--- src/rtl/vga_timing_pkg.sv ---
// Shared VGA timing constants: 640x480@60 defaults and counter widths.
package vga_timing_pkg;

    localparam int unsigned CntW      = 10;
    localparam int unsigned FrameCntW = 8;
    localparam int unsigned MaxTotal  = 1 << CntW;

    localparam int unsigned DefTotalCols   = 800;
    localparam int unsigned DefTotalRows   = 525;
    localparam int unsigned DefActiveCols  = 640;
    localparam int unsigned DefActiveRows  = 480;
    localparam int unsigned DefHFrontPorch = 16;
    localparam int unsigned DefHSyncWidth  = 96;
    localparam int unsigned DefVFrontPorch = 10;
    localparam int unsigned DefVSyncWidth  = 2;

endpackage

--- src/rtl/vga_sync_gen_if.sv ---
// Sync/position bundle from the timing generator to the display pipeline.
interface vga_sync_gen_if;
    import vga_timing_pkg::*;

    logic                 hsync;
    logic                 vsync;
    logic                 active;
    logic [CntW-1:0]      col_count;
    logic [CntW-1:0]      row_count;
    logic                 line_start;
    logic                 frame_start;
    logic [FrameCntW-1:0] frame_count;

    modport master (
        output hsync, vsync, active, col_count, row_count,
        output line_start, frame_start, frame_count
    );

    modport slave (
        input hsync, vsync, active, col_count, row_count,
        input line_start, frame_start, frame_count
    );

endinterface

--- src/rtl/vga_axis_timing.sv ---
// One timing axis: wrapping position counter plus active and sync-window decode.
module vga_axis_timing
    import vga_timing_pkg::*;
#(
    parameter int unsigned TOTAL       = DefTotalCols,
    parameter int unsigned ACTIVE      = DefActiveCols,
    parameter int unsigned FRONT_PORCH = DefHFrontPorch,
    parameter int unsigned SYNC_WIDTH  = DefHSyncWidth
) (
    input  logic            clk,
    input  logic            rst_n,
    input  logic            advance,
    output logic [CntW-1:0] count,
    output logic            wrap,
    output logic            active_next,
    output logic            sync_pulse
);

    if (TOTAL > MaxTotal || TOTAL == 0) begin : g_bad_total
        $error("vga_axis_timing: TOTAL out of counter range");
    end
    if (ACTIVE + FRONT_PORCH + SYNC_WIDTH > TOTAL) begin : g_bad_window
        $error("vga_axis_timing: active + porch + sync exceeds TOTAL");
    end

    // Window bounds may reach 1024, so decode in one extra bit.
    localparam logic [CntW-1:0] Last      = CntW'(TOTAL - 1);
    localparam logic [CntW:0]   ActEnd    = (CntW + 1)'(ACTIVE);
    localparam logic [CntW:0]   SyncStart = (CntW + 1)'(ACTIVE + FRONT_PORCH);
    localparam logic [CntW:0]   SyncEnd   = (CntW + 1)'(ACTIVE + FRONT_PORCH + SYNC_WIDTH);

    logic [CntW-1:0] count_q, count_d;
    logic [CntW:0]   count_ext;
    logic            sync_q, sync_d;

    assign wrap = advance && (count_q == Last);

    // Next position: increment on advance, wrap after the last position.
    always_comb begin
        count_d = count_q;
        if (advance) begin
            count_d = (count_q == Last) ? '0 : count_q + 1'b1;
        end
    end

    assign count_ext   = {1'b0, count_d};
    assign active_next = count_ext < ActEnd;
    assign sync_d      = (count_ext >= SyncStart) && (count_ext < SyncEnd);

    // Position and sync register; reset parks on the last position of the axis.
    always_ff @(posedge clk or negedge rst_n) begin
        if (!rst_n) begin
            count_q <= Last;
            sync_q  <= 1'b0;
        end else if (advance) begin
            count_q <= count_d;
            sync_q  <= sync_d;
        end
    end

    assign count      = count_q;
    assign sync_pulse = sync_q;

endmodule

--- src/rtl/vga_sync_gen.sv ---
// VGA timing generator: pixel/line counters, syncs, active flag, line/frame strobes.
module vga_sync_gen
    import vga_timing_pkg::*;
#(
    parameter int unsigned TOTAL_COLS      = DefTotalCols,
    parameter int unsigned TOTAL_ROWS      = DefTotalRows,
    parameter int unsigned ACTIVE_COLS     = DefActiveCols,
    parameter int unsigned ACTIVE_ROWS     = DefActiveRows,
    parameter int unsigned H_FRONT_PORCH   = DefHFrontPorch,
    parameter int unsigned H_SYNC_WIDTH    = DefHSyncWidth,
    parameter int unsigned V_FRONT_PORCH   = DefVFrontPorch,
    parameter int unsigned V_SYNC_WIDTH    = DefVSyncWidth,
    parameter int unsigned SYNC_ACTIVE_LOW = 1
) (
    input  logic          i_Clk,
    input  logic          i_Rst_L,
    input  logic          i_Pix_En,
    vga_sync_gen_if.master vga
);

    localparam logic SyncOn = (SYNC_ACTIVE_LOW != 0) ? 1'b0 : 1'b1;

    logic            h_wrap, v_wrap;
    logic            h_act_next, v_act_next;
    logic            h_sync_p, v_sync_p;
    logic [CntW-1:0] col, row;

    logic                 active_q;
    logic                 line_start_q;
    logic                 frame_start_q;
    logic [FrameCntW-1:0] frame_cnt_q;

    vga_axis_timing #(
        .TOTAL       (TOTAL_COLS),
        .ACTIVE      (ACTIVE_COLS),
        .FRONT_PORCH (H_FRONT_PORCH),
        .SYNC_WIDTH  (H_SYNC_WIDTH)
    ) u_h_axis (
        .clk         (i_Clk),
        .rst_n       (i_Rst_L),
        .advance     (i_Pix_En),
        .count       (col),
        .wrap        (h_wrap),
        .active_next (h_act_next),
        .sync_pulse  (h_sync_p)
    );

    // Rows step only on the enabled edge that wraps the column.
    vga_axis_timing #(
        .TOTAL       (TOTAL_ROWS),
        .ACTIVE      (ACTIVE_ROWS),
        .FRONT_PORCH (V_FRONT_PORCH),
        .SYNC_WIDTH  (V_SYNC_WIDTH)
    ) u_v_axis (
        .clk         (i_Clk),
        .rst_n       (i_Rst_L),
        .advance     (h_wrap),
        .count       (row),
        .wrap        (v_wrap),
        .active_next (v_act_next),
        .sync_pulse  (v_sync_p)
    );

    // Active flag and strobes registered alongside the counters; strobes clear when idle.
    always_ff @(posedge i_Clk or negedge i_Rst_L) begin
        if (!i_Rst_L) begin
            active_q      <= 1'b0;
            line_start_q  <= 1'b0;
            frame_start_q <= 1'b0;
            frame_cnt_q   <= '1;
        end else begin
            line_start_q  <= h_wrap;
            frame_start_q <= v_wrap;
            if (i_Pix_En) begin
                active_q <= h_act_next & v_act_next;
            end
            if (v_wrap) begin
                frame_cnt_q <= frame_cnt_q + 1'b1;
            end
        end
    end

    assign vga.hsync       = h_sync_p ? SyncOn : ~SyncOn;
    assign vga.vsync       = v_sync_p ? SyncOn : ~SyncOn;
    assign vga.active      = active_q;
    assign vga.col_count   = col;
    assign vga.row_count   = row;
    assign vga.line_start  = line_start_q;
    assign vga.frame_start = frame_start_q;
    assign vga.frame_count = frame_cnt_q;

endmodule

--- src/flat_wrapper.sv ---
// flat-port wrapper written by rule: the top's interface ports become plain ports
module vga_sync_gen_flat import vga_timing_pkg::*;
#(
    parameter int unsigned TOTAL_COLS      = DefTotalCols,
    parameter int unsigned TOTAL_ROWS      = DefTotalRows,
    parameter int unsigned ACTIVE_COLS     = DefActiveCols,
    parameter int unsigned ACTIVE_ROWS     = DefActiveRows,
    parameter int unsigned H_FRONT_PORCH   = DefHFrontPorch,
    parameter int unsigned H_SYNC_WIDTH    = DefHSyncWidth,
    parameter int unsigned V_FRONT_PORCH   = DefVFrontPorch,
    parameter int unsigned V_SYNC_WIDTH    = DefVSyncWidth,
    parameter int unsigned SYNC_ACTIVE_LOW = 1
)
  (i_Clk, i_Rst_L, i_Pix_En, vga_hsync, vga_vsync, vga_active, vga_col_count, vga_row_count, vga_line_start, vga_frame_start, vga_frame_count);
  vga_sync_gen_if vga_i ();
  input  logic i_Clk;
  input  logic i_Rst_L;
  input  logic i_Pix_En;
  output wire logic [$bits(vga_i.hsync)-1:0] vga_hsync;
  output wire logic [$bits(vga_i.vsync)-1:0] vga_vsync;
  output wire logic [$bits(vga_i.active)-1:0] vga_active;
  output wire logic [$bits(vga_i.col_count)-1:0] vga_col_count;
  output wire logic [$bits(vga_i.row_count)-1:0] vga_row_count;
  output wire logic [$bits(vga_i.line_start)-1:0] vga_line_start;
  output wire logic [$bits(vga_i.frame_start)-1:0] vga_frame_start;
  output wire logic [$bits(vga_i.frame_count)-1:0] vga_frame_count;
  assign vga_hsync = vga_i.hsync;
  assign vga_vsync = vga_i.vsync;
  assign vga_active = vga_i.active;
  assign vga_col_count = vga_i.col_count;
  assign vga_row_count = vga_i.row_count;
  assign vga_line_start = vga_i.line_start;
  assign vga_frame_start = vga_i.frame_start;
  assign vga_frame_count = vga_i.frame_count;
  vga_sync_gen #(.TOTAL_COLS(TOTAL_COLS), .TOTAL_ROWS(TOTAL_ROWS), .ACTIVE_COLS(ACTIVE_COLS), .ACTIVE_ROWS(ACTIVE_ROWS), .H_FRONT_PORCH(H_FRONT_PORCH), .H_SYNC_WIDTH(H_SYNC_WIDTH), .V_FRONT_PORCH(V_FRONT_PORCH), .V_SYNC_WIDTH(V_SYNC_WIDTH), .SYNC_ACTIVE_LOW(SYNC_ACTIVE_LOW)) u_core (.i_Clk(i_Clk), .i_Rst_L(i_Rst_L), .i_Pix_En(i_Pix_En), .vga(vga_i));
endmodule
--- config.mk ---
export PLATFORM = sky130hd
export DESIGN_NAME = vga_sync_gen_flat
export DESIGN_NICKNAME = d
export VERILOG_FILES = /design/src/rtl/vga_timing_pkg.sv /design/src/rtl/vga_sync_gen_if.sv /design/src/rtl/vga_axis_timing.sv /design/src/rtl/vga_sync_gen.sv /design/src/flat_wrapper.sv
export SDC_FILE = /design/constraint.sdc
export NUM_CORES = 1
export LEC_CHECK = 0
export ABC_AREA = 1
export CAP_MARGIN = 10
export CELL_PAD_IN_SITES_DETAIL_PLACEMENT = 0
export CELL_PAD_IN_SITES_GLOBAL_PLACEMENT = 1
export CORE_ASPECT_RATIO = 0.8
export CORE_MARGIN = 2
export CORE_UTILIZATION = 38
export CTS_CLUSTER_DIAMETER = 80
export CTS_CLUSTER_SIZE = 40
export DETAILED_ROUTE_END_ITERATION = 8
export PLACE_DENSITY_LB_ADDON = 0.1
export SYNTH_ARGS = -nofsm -noshare
export SYNTH_HDL_FRONTEND = slang
export SYNTH_SLANG_ARGS = --single-unit
export TNS_END_PERCENT = 30
--- constraint.sdc ---
create_clock -name i_Clk -period 1.9 [get_ports i_Clk]
set_input_delay 0.475 -clock i_Clk [delete_from_list [all_inputs] [get_ports i_Clk]]
set_output_delay 0.475 -clock i_Clk [all_outputs]
set_load 0.02 [all_outputs]
==> results of run 1 <==
-- sequential cells by signal, indices dropped and copies added, names as in the netlist --
register / flops
u_core.u_v_axis.count: 10
u_core.vga.frame_start: 1
u_core.vga.active: 1
u_core.vga.line_start: 1
u_core.u_v_axis.sync_pulse: 1
u_core.u_h_axis.sync_pulse: 1
u_core.u_h_axis.count: 10
u_core.vga.frame_count: 8
-- cell families after synthesis --
family                     Yosys count
xor gates and xnor gates            10
and+or+nand+nor                    131
AOI/OAI and AO/OA                   13
DFF                                 33
buffers and inverters               40
adders and majority gates            4
-- through the flow --
step	utilization, %	area (um^2)
floorplan	-	1859
global placement	53.63	2495
detailed placement	53.63	2495
CTS	56.62	2634
global route	59.39	2763
finish	59.39	2763
-- power groups by stage --
stage	Combinational, mW	Sequential, mW	Clock (mW)
global route	1.04	1.02	0.596
detailed placement	0.945	1.01	0
CTS	0.920	1.00	0.561
finish	0.941	0.999	0.539
floorplan	0.389	1.10	0
global placement	0.949	1.01	0
-- cell usage after synthesis, drive strengths merged, types with 2 or more instances --
library cell / n
nor3: 3
nor2: 29
ha: 4
buf: 2
dfrtp: 15
nand2: 64
xor2: 7
nand3: 30
a21oi: 5
o21ai: 6
xnor2: 3
dfstp: 18
inv: 37
-- placed cells by master, fill, tap and decap left out, drive strengths merged --
| master | count |
|---|---|
| xnor2 | 3 |
| clkinv | 1 |
| dlymetal6s2s | 4 |
| o22ai | 1 |
| nand2 | 64 |
| nand3 | 30 |
| nor4 | 1 |
| clkbuf | 8 |
| dlygate4sd2 | 19 |
| a21oi | 5 |
| dfstp | 18 |
| nor2 | 29 |
| buf | 41 |
| dfrtp | 15 |
| o21bai | 1 |
| clkdlybuf4s50 | 12 |
| nor3 | 3 |
| nand4 | 1 |
| nand3b | 1 |
| o21ai | 6 |
| xor2 | 7 |
| or2 | 1 |
| and2 | 1 |
| ha | 4 |
| inv | 37 |
-- worst max-delay path: stages, from the launching register on --
cell	delay (ns)
dfstp_2	0.55
ha_4	0.15
nand3_4	0.09
nor2_8	0.17
nand2_8	0.10
nand2_1	0.08
nor2_1	0.06
buf_4	0.14
a21oi_1	0.26
nand3_2	0.11
nand2_1	0.07
-- per-layer routing --
metal / vias up / routed length, um
met5: - / 0
met2: 34 / 1849
met4: 0 / 25
met1: 770 / 2410
li1: 876 / -
met3: 2 / 235
-- worst max path at each step --
stage / cells after the start / slack [ns] / end / from
3_3_place_gp: 11 / -0.36 / u_core.vga.active / i_Pix_En
2_1_floorplan: 12 / 0.03 / u_core.u_v_axis.sync_pulse / u_core.u_h_axis.count[1]
3_5_place_dp: 12 / -0.38 / u_core.vga.active / i_Pix_En
4_1_cts: 1 / 0.008 / vga_col_count[7] / u_core.u_h_axis.count[7]
5_1_grt: 10 / -0.06 / u_core.vga.active / u_core.u_v_axis.count[2]
6_report: 10 / 0.05 / u_core.u_h_axis.sync_pulse / u_core.u_h_axis.count[1]
-- area by class of cell --
| class | count | area (um^2) | share of cell area [%] |
|---|---|---|---|
| Multi-Input combinational cell | 158 | 925.9 | 33.51 |
| Sequential cell | 33 | 848.3 | 30.71 |
| Timing Repair Buffer | 76 | 668.1 | 24.18 |
| Inverter | 38 | 155.1 | 5.616 |
| Clock buffer | 8 | 90.09 | 3.261 |
| Tap cell | 60 | 75.07 | 2.717 |
-- timing repair --
item	in CTS	in global routing
pin swaps	2	15
endpoints found under the hold margin	0	0
hold buffers	0	0
resized for setup	26	20
gates cloned	0	0
buffers inserted	5	6
setup endpoints to repair	22	8
==> results.md, run 1 <==
* Met3 GRT Util at 5.285%
* Power Density at 897.4 nW/um^2
* Fillers at 425
* DP HPWL at 3350 um
* CTS Buffer Depth at 2
* RR Endpoint: u_core.u_h_axis.sync_pulse
* Setup WS post-layout at 0.05108 ns
* Simple-gate share of the synthesized area at 33.65%
* Initial antenna violation count at 0
* Routed vias at 1682
* Top FF cell, synth: dfstp_2
* Period utilization at 97.31%
* CP Capture Type: register
* Most used routing layer in global routing: met1
* Drt total wl at 4521 um
* Maxcap violations at 0
* Mapped Cells at 231
* Hold-critical path endpoint: u_core.vga.active
* Site Rows at 22
* Final Slew Violations at 0
* DRT Pass-1 Iters at 4
* Slew margin rel. at 71.73%
* Vias per cell at 4.509
* DRT iter0 DRCs at 61
* Total track usage at 18.41%
* RR Startpoint: u_core.u_h_axis.count[1]
* Seq/Total Area, Yosys at 45.63%
* Antenna Cells at 0
* Flop pwr share at 40.3%
* Antenna Nets Post-Route at 0
* Largest cells by area after synthesis: dfstp_2, dfrtp_1, nand2_1
* Worst Reg2Reg Path Length in Cells at 10
* Syn nets at 238
* Core ar. at 4652 um^2
* R2r setup slk at 0.05 ns
* RSZ-0062 raised after global routing: yes
* Seq cells post-synth at 33
* Mapped Avg Cell Area at 8.049 um^2
* Post-Syn Area at 1859 um^2
* Area share of fa/ha/maj cells after synthesis at 2.692%
* Worst slew pin tran at 0.4241 ns
* H-tree depth at 2
* Clock Skew at 0.004466 ns
* Total CTS buffers at 5
* Max Fanout on Critical Path at 7
* Outcome: finished clean
* CP Launch Type: register
* Clk Latency, worst-skew pair at 0.28 ns
* Post-Synth XOR/XNOR Area at 4.711%
* Placed instance count at 354
* Post-synth cell types at 30
* Yosys top cell area share at 25.44%
* I/O pins at 36
* Clock share of power at 21.8%
* Worst hold slack at 0.4844 ns
* CTS tree: yes
* Pint at 1.538 mW
* CTS clk-pin slew, worst paths at 0.06 ns
* Depth of the worst hold-timing path at 2
* Pin count of the biggest net entering global routing at 34
* P_sw at 0.9408 mW
* Mux cell area share after synthesis at 0%
* Fin crit period at 1.849 ns
* Root buffer cell: clkbuf_8
* I/O Buffers at 35
* DIE AREA at 5472 um^2
* Avg WL per Cell at 12.12 um
* EDFF count, synth at 0
* Switching Share at 37.95%
* LEAKAGE at 1.475 nW
* Grt total ovfl at 0
* First-pass GRT wire length at 7403 um
* Met1 Resource Use GR at 28.28%
* Total power at 2.479 mW
* Vias in the first global route at 1535
* Area added between synthesis and finish at 48.59%
* CP Class: register to register
* Chip width at 82.21 um
* Placement Setup Slack at -0.3841 ns
* Ys Warns at 0
* Arrival time at the worst endpoint at 2.07 ns
* Die height at 66.57 um
* Logic pwr share at 37.9%
* Nets@finish at 319
* FMAX at 540.9 MHz
* Final count of hold timing violations at 0
* Layout cell share with drive strength beyond 1 at 30.03%
* Main combinational cell family by area after synthesis: simple AND/OR/NAND/NOR gates
* DRC at 0
* Hold_sp: u_core.vga.active
* Yosys top cell by area: dfstp_2
* TNS Setup at 0 ns
* Worst hold path class: register to register
* FFs w/ async S/R, synth at 100.0%
* Placer Congestion at 0.8217
* GR met2 Demand/Resource at 24.29%
* Sinks on Clock Net at 33
* Post-synthesis compound-gate area fraction at 3.903%
* Starting Density at 39.97%
* Final Setup Violations at 0
* Final std cells w/o fill at 373
* Worst Path Required at 2.12 ns
* Peak supply drop at 535.8 uV
Note: power is estimated with default switching activity, not from simulation.
==> inputs of run 2 (changes only) <==
REMOVE_ABC_BUFFERS = 1   (was default)
==> run 2 against run 1 <==
  * Count of clock-buffer cells in the layout shrank 2
  * Largest cell class unchanged
  * Clock power grew 5.2%
  * Global-route usage shrank 0.96 points
  * Setup slack lost 0.031 ns
  * Final area shrank 2.3%
  * Combinational power grew 2.3%
  * Flip-flop and latch count is the same
==> results.md, run 2 (same netlist as run 1, synthesis figures left out) <==
* Clk Latency, worst-skew pair at 0.28 ns (about the same)
* Drt total wl at 4409 um (was 4521 um)
* Max Fanout on Critical Path at 6 (was 7)
* Slowest CP cell: dfstp_2 (unchanged)
* Vias per cell at 4.559 (was 4.509)
* Starting Density at 39.97% (unchanged)
* CP Capture Type: register (unchanged)
* Leading cell type in the layout, fill and taps excluded: nand2_1 (unchanged)
* Power Density at 936.7 nW/um^2 (was 897.4 nW/um^2)
* Pin count of the biggest net entering global routing at 34 (unchanged)
* Total track usage at 17.46% (was 18.41%)
* CTS clk-pin slew, worst paths at 0.08 ns (was 0.06 ns)
* Die height at 66.57 um (unchanged)
* Clock Skew at 0.008913 ns (was 0.004466 ns)
* Site Rows at 22 (unchanged)
* FMAX at 531.9 MHz (was 540.9 MHz)
* I/O pins at 36 (unchanged)
* DRT iter0 DRCs at 86 (was 61)
* Routed vias at 1655 (was 1682)
* Arrival time at the worst endpoint at 2.10 ns (was 2.07 ns)
* First-pass GRT wire length at 7134 um (was 7403 um)
* CP Class: register to register (unchanged)
* DRC at 0 (unchanged)
* Final Setup Violations at 0 (unchanged)
* Outcome: finished clean (unchanged)
* I/O Buffers at 35 (unchanged)
* Total CTS buffers at 5 (unchanged)
* Layout cell share with drive strength beyond 1 at 28.38% (was 30.03%)
* Cell Chain, Critical Path: ha_4 > nand3_4 > nor2_8 > buf_6 > nand3_4 > xor2_4 > nand2_1 > nor2_1 > nand2_1 > o21bai_2 (was ha_4 > nand3_4 > nor2_8 > nand2_8 > nand2_1 > nor2_1 > buf_4 > a21oi_1 > nand3_2 > nand2_1)
* Placed instance count at 350 (was 354)
* Initial antenna violation count at 0 (unchanged)
* H-tree depth at 2 (unchanged)
* Area added between synthesis and finish at 45.15% (was 48.59%)
* CTS tree: yes (unchanged)
* Commonest non-fill, non-tap cells in the layout: nand2_1, inv_1, buf_4, nand3_1, nor2_1 (was nand2_1, buf_4, inv_1, nand3_1, nor2_1)
* Final count of hold timing violations at 0 (unchanged)
* Root buffer cell: clkbuf_8 (unchanged)
* Final Slew Violations at 0 (unchanged)
* Grt total ovfl at 0 (unchanged)
* Antenna Cells at 0 (unchanged)
* Nets@finish at 309 (was 319)
* Peak supply drop at 492.7 uV (was 535.8 uV)
* LEAKAGE at 1.440 nW (was 1.475 nW)
* CP Launch Type: register (unchanged)
* DRT Pass-1 Iters at 5 (was 4)
* Slew margin rel. at 72.71% (was 71.73%)
* RSZ-0062 raised after global routing: yes (unchanged)
* CTS Buffer Depth at 2 (unchanged)
* DIE AREA at 5472 um^2 (unchanged)
* Worst Path Required at 2.12 ns (about the same)
* Vias in the first global route at 1462 (was 1535)
* Setup WS post-layout at 0.01982 ns (was 0.05108 ns)
* DP HPWL at 3261 um (was 3350 um)
* Placer Congestion at 0.8322 (was 0.8217)
* Fin crit period at 1.880 ns (was 1.849 ns)
* Final std cells w/o fill at 363 (was 373)
* Critical Path Max Stage Delay at 0.56 ns (was 0.55 ns)
* CTS Hold Bufs at 0 (unchanged)
* Chip width at 82.21 um (unchanged)
* Worst slew pin tran at 0.4094 ns (was 0.4241 ns)
* Worst hold path class: register to register (unchanged)
* Worst hold slack at 0.4830 ns (was 0.4844 ns)
* Maxcap violations at 0 (unchanged)
* Sinks on Clock Net at 33 (unchanged)
* Placement Setup Slack at -0.3703 ns (was -0.3841 ns)
* Antenna Nets Post-Route at 0 (unchanged)
* Period utilization at 98.96% (was 97.31%)
* Core ar. at 4652 um^2 (unchanged)
* Avg WL per Cell at 12.15 um (was 12.12 um)
run 2: cell count changes in the layout (fill, tap and decap cells not counted), sizes merged:
cell	change
buf	-11
clkinv	+2
inv	+1
clkbuf	-2
run 2: layout make-up:
| class | instances | area, um^2 |
|---|---|---|
| clock buffers | 6 | 82.58 |
| flip-flops and latches | 33 | 848.3 |
| fillers | 471 | 1953 |
| clock inverters | 2 | 13.76 |
| multi-input cells | 158 | 948.4 |
| inverters | 38 | 155.1 |
| repair buffers | 65 | 569.3 |
| well taps | 60 | 75.07 |
| repair inverters | 1 | 6.256 |
run 2: final timing paths:
| check | start | to | slack (ns) | cells past startpoint |
|---|---|---|---|---|
| setup / recovery | u_core.u_h_axis.count[1] | u_core.u_v_axis.sync_pulse | 0.02 | 10 |
| hold / removal | u_core.vga.frame_count[1] | u_core.vga.frame_count[1] | 0.48 | 2 |
| setup reg to reg | u_core.u_h_axis.count[1] | u_core.u_v_axis.sync_pulse | 0.02 | 10 |
| hold reg to reg | u_core.vga.frame_count[1] | u_core.vga.frame_count[1] | 0.48 | 2 |
| max in group asynchronous | i_Rst_L | u_core.u_h_axis.count[2] | 0.97 | 2 |
| min in group asynchronous | i_Rst_L | u_core.u_v_axis.count[0] | 0.58 | 2 |
run 2: routing by layer:
metal	wire [um]	track usage (%)	up-vias	part of all wire (%)
li1	-	-	857	-
met1	2415	27.98	750	55
met2	1693	21.67	46	38
met3	276	5.149	2	6.3
met4	24	5.000	0	0.54
met5	0	0	-	0
run 2: timing repair:
item | in CTS | in global routing
cloned | 0 | 1
gates resized for setup | 22 | 27
hold endpoints to repair | 0 | 0
setup endpoints to repair | 21 | 11
pin swaps | 1 | 15
buffers inserted | 1 | 3
run 2: power breakdown:
part / internal, mW / switching [mW]
sequential: 0.852 / 0.147
combinational: 0.404 / 0.559
clock: 0.294 / 0.273
run 2: critical path, delay by kind of cell, from the launching register on:
kind,cells,cell delay [ns]
buffers and inverters,1,0.13
AND/OR/NAND/NOR,6,0.65
AO/OA/AOI/OAI,1,0.12
XOR/XNOR,1,0.21
adder cells (fa/ha/maj),1,0.16
flip-flops,1,0.56
run 2: metrics by stage:
step | util [%] | TNS [ns] | instance area (um^2) | total power, mW
5_1_grt | 58.02 | -0.1871 | 2699 | 2.720
2_1_floorplan | - | 0 | 1832 | 1.483
6_report | 58.02 | 0 | 2699 | 2.528
3_3_place_gp | 52.72 | -2.450 | 2452 | 1.930
4_1_cts | 54.68 | -0.01640 | 2544 | 2.445
3_5_place_dp | 52.72 | -3.094 | 2452 | 1.919
==> inputs of run 3 (changes only) <==
CTS_CLUSTER_SIZE = 8   (was 40)
==> results of run 3 <==
No change in the layout: final DEF, timing and power equal those of run 2.
